File: src/rtl/sequence_verify.sv
// -----------------------------------------------------------------------------
// sequence_verify
//
// Read-side partner of the sequence store path. A check request latches the
// user's guess, issues a single read of RAM address 0 and, once the read data
// arrives, compares the two words. The result is a one-cycle match or mismatch
// pulse. Consecutive misses use up the attempt budget. When the budget is
// exhausted the block locks out all further checks. Only a new store event
// clears the lockout and restores the attempt budget.
//
// Ports
//   clk        in   1       clock, all state updates on the rising edge
//   rst        in   1       asynchronous active-high reset
//   checkReq   in   1       verify request, only looked at while idle
//   Guess      in   WIDTH   entered sequence, captured when checkReq is accepted
//   seqStored  in   1       one-cycle pulse: a new sequence was written
//   RAM_data   in   WIDTH   RAM read data, valid RD_LAT edges after RAM_R
//   RAM_R      out  1       RAM read enable, one cycle per accepted check
//   RAM_addr   out  ADDR_W  read address, tied to 0
//   busy       out  1       a check is in flight
//   match      out  1       one-cycle pulse: guess equals stored sequence
//   mismatch   out  1       one-cycle pulse: guess differs from stored sequence
//   lockout    out  1       level: attempts exhausted, checks refused
//   tries_left out  TRY_W   attempts remaining before lockout
// -----------------------------------------------------------------------------
module sequence_verify #(
  parameter int WIDTH     = 20,
  parameter int ADDR_W    = 5,
  parameter int RD_LAT    = 1,
  parameter int MAX_TRIES = 3,
  parameter int TRY_W     = 2
) (
  input  logic              clk,
  input  logic              rst,
  input  logic              checkReq,
  input  logic [WIDTH-1:0]  Guess,
  input  logic              seqStored,
  input  logic [WIDTH-1:0]  RAM_data,
  output logic              RAM_R,
  output logic [ADDR_W-1:0] RAM_addr,
  output logic              busy,
  output logic              match,
  output logic              mismatch,
  output logic              lockout,
  output logic [TRY_W-1:0]  tries_left
);

  // State encoding. All four codes are used, and the default arm still steers
  // any corrupted value back to idle.
  localparam logic [1:0] ST_IDLE = 2'd0;
  localparam logic [1:0] ST_READ = 2'd1;
  localparam logic [1:0] ST_WAIT = 2'd2;
  localparam logic [1:0] ST_LOCK = 2'd3;

  // Latency counter holds RD_LAT-1 at most. RD_LAT is limited to 1..4, so two
  // bits are enough.
  localparam int               CNT_W      = 2;
  localparam logic [CNT_W-1:0] LAT_LOAD   = CNT_W'(RD_LAT - 1);
  localparam logic [TRY_W-1:0] TRIES_FULL = TRY_W'(MAX_TRIES);

  // The attempt counter saturates at zero and never wraps.
  function automatic logic [TRY_W-1:0] dec_sat(input logic [TRY_W-1:0] t);
    if (t == '0) begin
      return '0;
    end
    return t - TRY_W'(1);
  endfunction

  logic [1:0]       state;
  logic [CNT_W-1:0] lat_cnt;
  logic [WIDTH-1:0] guess_p0;
  logic [TRY_W-1:0] tries_dec;
  logic             rd_done;
  logic             hit;

  assign RAM_addr  = '0;
  assign tries_dec = dec_sat(tries_left);
  assign rd_done   = (lat_cnt == '0);
  assign hit       = (RAM_data == guess_p0);

  always_ff @(posedge clk or posedge rst) begin
    if (rst) begin
      state      <= ST_IDLE;
      RAM_R      <= 1'b0;
      busy       <= 1'b0;
      match      <= 1'b0;
      mismatch   <= 1'b0;
      lockout    <= 1'b0;
      tries_left <= TRIES_FULL;
      guess_p0   <= '0;
      lat_cnt    <= '0;
    end else begin
      // Result pulses last exactly one cycle unless they are re-asserted below.
      match    <= 1'b0;
      mismatch <= 1'b0;

      if (seqStored) begin
        // A fresh store overrides everything. Any in-flight check is dropped
        // silently, and a request arriving on the same edge is ignored.
        tries_left <= TRIES_FULL;
        lockout    <= 1'b0;
        RAM_R      <= 1'b0;
        busy       <= 1'b0;
        state      <= ST_IDLE;
      end else begin
        case (state)
          // Stage p0: accept request, capture guess, issue the read.
          ST_IDLE: begin
            if (checkReq) begin
              guess_p0 <= Guess;
              RAM_R    <= 1'b1;
              busy     <= 1'b1;
              state    <= ST_READ;
            end
          end

          // Stage p1: the RAM has sampled the read. Start counting its latency.
          ST_READ: begin
            RAM_R   <= 1'b0;
            lat_cnt <= LAT_LOAD;
            state   <= ST_WAIT;
          end

          // Stage p2: read data is valid. Compare it and update the budget.
          ST_WAIT: begin
            if (rd_done) begin
              busy <= 1'b0;
              if (hit) begin
                match      <= 1'b1;
                tries_left <= TRIES_FULL;
                state      <= ST_IDLE;
              end else begin
                mismatch   <= 1'b1;
                tries_left <= tries_dec;
                if (tries_dec == '0) begin
                  lockout <= 1'b1;
                  state   <= ST_LOCK;
                end else begin
                  state <= ST_IDLE;
                end
              end
            end else begin
              lat_cnt <= lat_cnt - CNT_W'(1);
            end
          end

          ST_LOCK: begin
            RAM_R   <= 1'b0;
            busy    <= 1'b0;
            lockout <= 1'b1;
          end

          default: begin
            RAM_R <= 1'b0;
            busy  <= 1'b0;
            state <= ST_IDLE;
          end
        endcase
      end
    end
  end

endmodule

File: config.mk
export PLATFORM = sky130hd
export DESIGN_NAME = sequence_verify
export DESIGN_NICKNAME = d
export VERILOG_FILES = /design/src/rtl/sequence_verify.sv
export SDC_FILE = /design/constraint.sdc
export NUM_CORES = 1
export LEC_CHECK = 0
export ABC_AREA = 1
export BUFFER_PORTS_ARGS = -buffer_cell sky130_fd_sc_hd__buf_2
export CORE_UTILIZATION = 30
export CTS_BUF_LIST = sky130_fd_sc_hd__clkbuf_16
export CTS_CLUSTER_SIZE = 40
export DETAILED_ROUTE_END_ITERATION = 10
export PLACE_DENSITY_LB_ADDON = 0.08
export SLEW_MARGIN = 20
export SYNTH_ARGS = -nofsm -noshare
export SYNTH_HDL_FRONTEND = slang
export SYNTH_SLANG_ARGS = --single-unit
File: constraint.sdc
create_clock -name clk -period 3.68 [get_ports clk]
set_input_delay 0.184 -clock clk [delete_from_list [all_inputs] [get_ports clk]]
set_output_delay 0.184 -clock clk [all_outputs]
set_load 0.02 [all_outputs]
==> metrics.txt <==
Post-DP Area 2090 µm²; drt pass-1 iters 4; Antenna Nets Post-Route 0; Area Growth Syn to Fin 26.3%; total clock sinks 31; Initial Util 31.7%; row count 27; layout cells sized above 1 28.5%; post-route cell area 2260 µm²; Hold Fails Final Rpt 0; switching power total 0.501 mW; CP Capture Type register; Static Leak 1.25 nW; DR iter-0 viols 40; crit path kind reg -> reg; status finished, final reports clean; CTS tree built; Clock Power Share 30.3%; Remaining Overflow, GRT 0; post-cts gate resize count 0; vias per inst 4.17; sequential share of power 36.8%; Worst Path Arrival 1.91 ns; worst min path class in -> reg; Unique masters post-synth 29; cell internal pwr 1.03 mW; Die Y 79.3 µm; Worst Path Required 3.84 ns; crit path launch type register; busiest grt layer met2; core area 5640 µm²; largest net degree at the start of global routing 32; die area 6280 µm²; total wire length 3550 µm; final net count 325; worst-skew pair later-pin latency 0.28 ns; Final period util 47.5%; Synth Cell Area 1790 µm²; wire length per cell 10.2 µm; met1 usage 15.6%; Syn Inst Count 221; die width 79.3 µm; share of flip-flops with an asynchronous set or reset 100%; sw frac 32.7%; sequential cell area fraction in the yosys report 43.5%; worst-path cell chain inv_1 > ha_1 > nand3_4 > mux2_4; CP Buf/Inv Count 1; Comb pwr share 32.8%; synth top area cells dfrtp_1 41%, nand2_1 11%, nor2_1 8.6%, inv_1 6.9%, mux2_2 5.0%; endpoints failing setup 0; reg2reg end guess_p0[19]; Yosys reg bits 31; CTS root buf clkbuf_16; hold path start Guess[16]; EDFF count, synth 0; RSZ-0062 raised after global routing no; Syn Area/Cell 8.10 µm²; n_diodes 0; worst reg2reg path depth 4; fillers 597; R2R Setup Slk 1.93 ns; Power Density 677 nW/µm²; CP startpoint state[1]; Yosys top cell area share 40.5%; Max Fclk 572 MHz; cell family with most CP delay flip-flops; CTS Hold Bufs 1; main flop type after synthesis dfrtp_1; I/O Pins 56; Cells on Worst Hold Path 2; GR Util met3 4.94%; first-pass GRT wire length 5950 µm; vias in the first global route 1340; Total GRT Usage 13.0%; Final TNS setup 0 ns; dpl hpwl 2620 µm; Critical-path top delay cell dfrtp_1; Yosys top cell by area dfrtp_1; max-cap viol count 0; Synth top cells by count 54 x nand2_1, 41 x nor2_1, 33 x inv_1; CTS clk-pin slew, worst paths 0.05 ns; VDD IR max 307 µV; Yosys Warn Count 0; CP Max Fanout 28; port bufs 50; setup bufs post-CTS 0; reg2reg start state[1]; top-count cell post-synth nand2_1; TritonCTS buffer count 5; CTS H-tree lvls 2; CTS Buffer Depth 2; Layout Skew 0.00654 ns; via count 1456; Hold EP guess_p0[16]; Residual DRC 0; RD Place Congestion 0.737; met2 Use GR 20.3%; CP max stage delay 0.45 ns; initial antenna violation count 0; fin crit period 1.75 ns; Final Max Tran Viols 0
[how the worst max path moves through the flow]
stage,slack [ns],end,cells past startpoint
after global routing,1.79,guess_p0[19],4
after CTS,1.92,guess_p0[19],4
after detailed placement,1.94,guess_p0[1],4
final,1.93,guess_p0[19],4
after global placement,1.97,guess_p0[19],4
after floorplan,2.20,guess_p0[19],5
[power by group through the flow]
| stage | clock network (mW) | registers [mW] | logic [mW] |
|---|---|---|---|
| CTS | 0.479 | 0.565 | 0.513 |
| global route | 0.496 | 0.585 | 0.575 |
| finish | 0.465 | 0.564 | 0.502 |
| floorplan | 0 | 0.575 | 0.392 |
| global placement | 0 | 0.570 | 0.507 |
| detailed placement | 0 | 0.571 | 0.509 |
[per-layer routing]
metal / share of wire [%] / up-vias / wire [µm]
met5: 0 / - / 0
met4: 2.1 / 0 / 74
met3: 5.7 / 7 / 203
met2: 44 / 39 / 1550
met1: 48 / 628 / 1720
li1: - / 782 / -
[through the flow]
step	power (mW)	instances	worst slack [ns]	util [%]	hold slack [ns]
global route	1.66	349	1.79	40.1	0.135
floorplan	0.967	225	2.20	-	0.286
CTS	1.56	349	1.92	40.1	0.132
global placement	1.08	340	1.97	37.0	0.297
detailed placement	1.08	340	1.94	37.0	0.295
finish	1.53	349	1.93	40.1	0.136
[final cells by class]
| cell class | instances | area [µm²] | area share (%) |
|---|---|---|---|
| timing repair buffer | 52 | 268 | 11.8 |
| inverter | 34 | 135 | 5.97 |
| clock inverter | 3 | 38.8 | 1.71 |
| tap | 72 | 90.1 | 3.98 |
| multi-input combinational | 152 | 827 | 36.6 |
| sequential | 31 | 778 | 34.4 |
| clock buffer | 5 | 125 | 5.53 |
[cells by family after synthesis]
family          count (synthesis)  synth area share, %
flops                          31                 43.5
simple gates                  104                 23.7
mux                            12                 8.39
xor+xnor                        5                 2.45
fa+ha+maj                       5                 3.49
buf+inv                        42                 11.2
other cells                     1                0.209
compound gates                 21                 7.13
[worst register-to-register path, cell delays in order (launching register included)]
cell	delay, ns
dfrtp_1	0.45
inv_1	0.13
ha_1	0.28
nand3_4	0.36
mux2_4	0.42
[flip-flops by register name (all words and copies together), names as in the netlist]
signal,count
lat_cnt,2
busy,1
guess_p0,20
match,1
tries_left,2
mismatch,1
lockout,1
state,2
RAM_R,1
[cells in the final DEF, fill, tap and decap left out, drive strengths merged]
master,netlist,routed
bufinv,0,1
o21ai,2,2
conb,1,5
dfstp,2,2
xnor2,4,4
o22ai,1,1
nand2,55,55
o211ai,1,1
a22oi,1,1
nor2,43,43
ha,5,5
nand3,5,5
clkbuf,0,5
a211oi,1,1
inv,34,34
clkinv,0,2
o31ai,1,1
a21oi,13,13
o311ai,1,1
nand4,1,1
xor2,1,1
mux2,12,12
dlygate4sd3,0,1
dfrtp,29,29
buf,8,51
(Power assumes the default switching activity.)
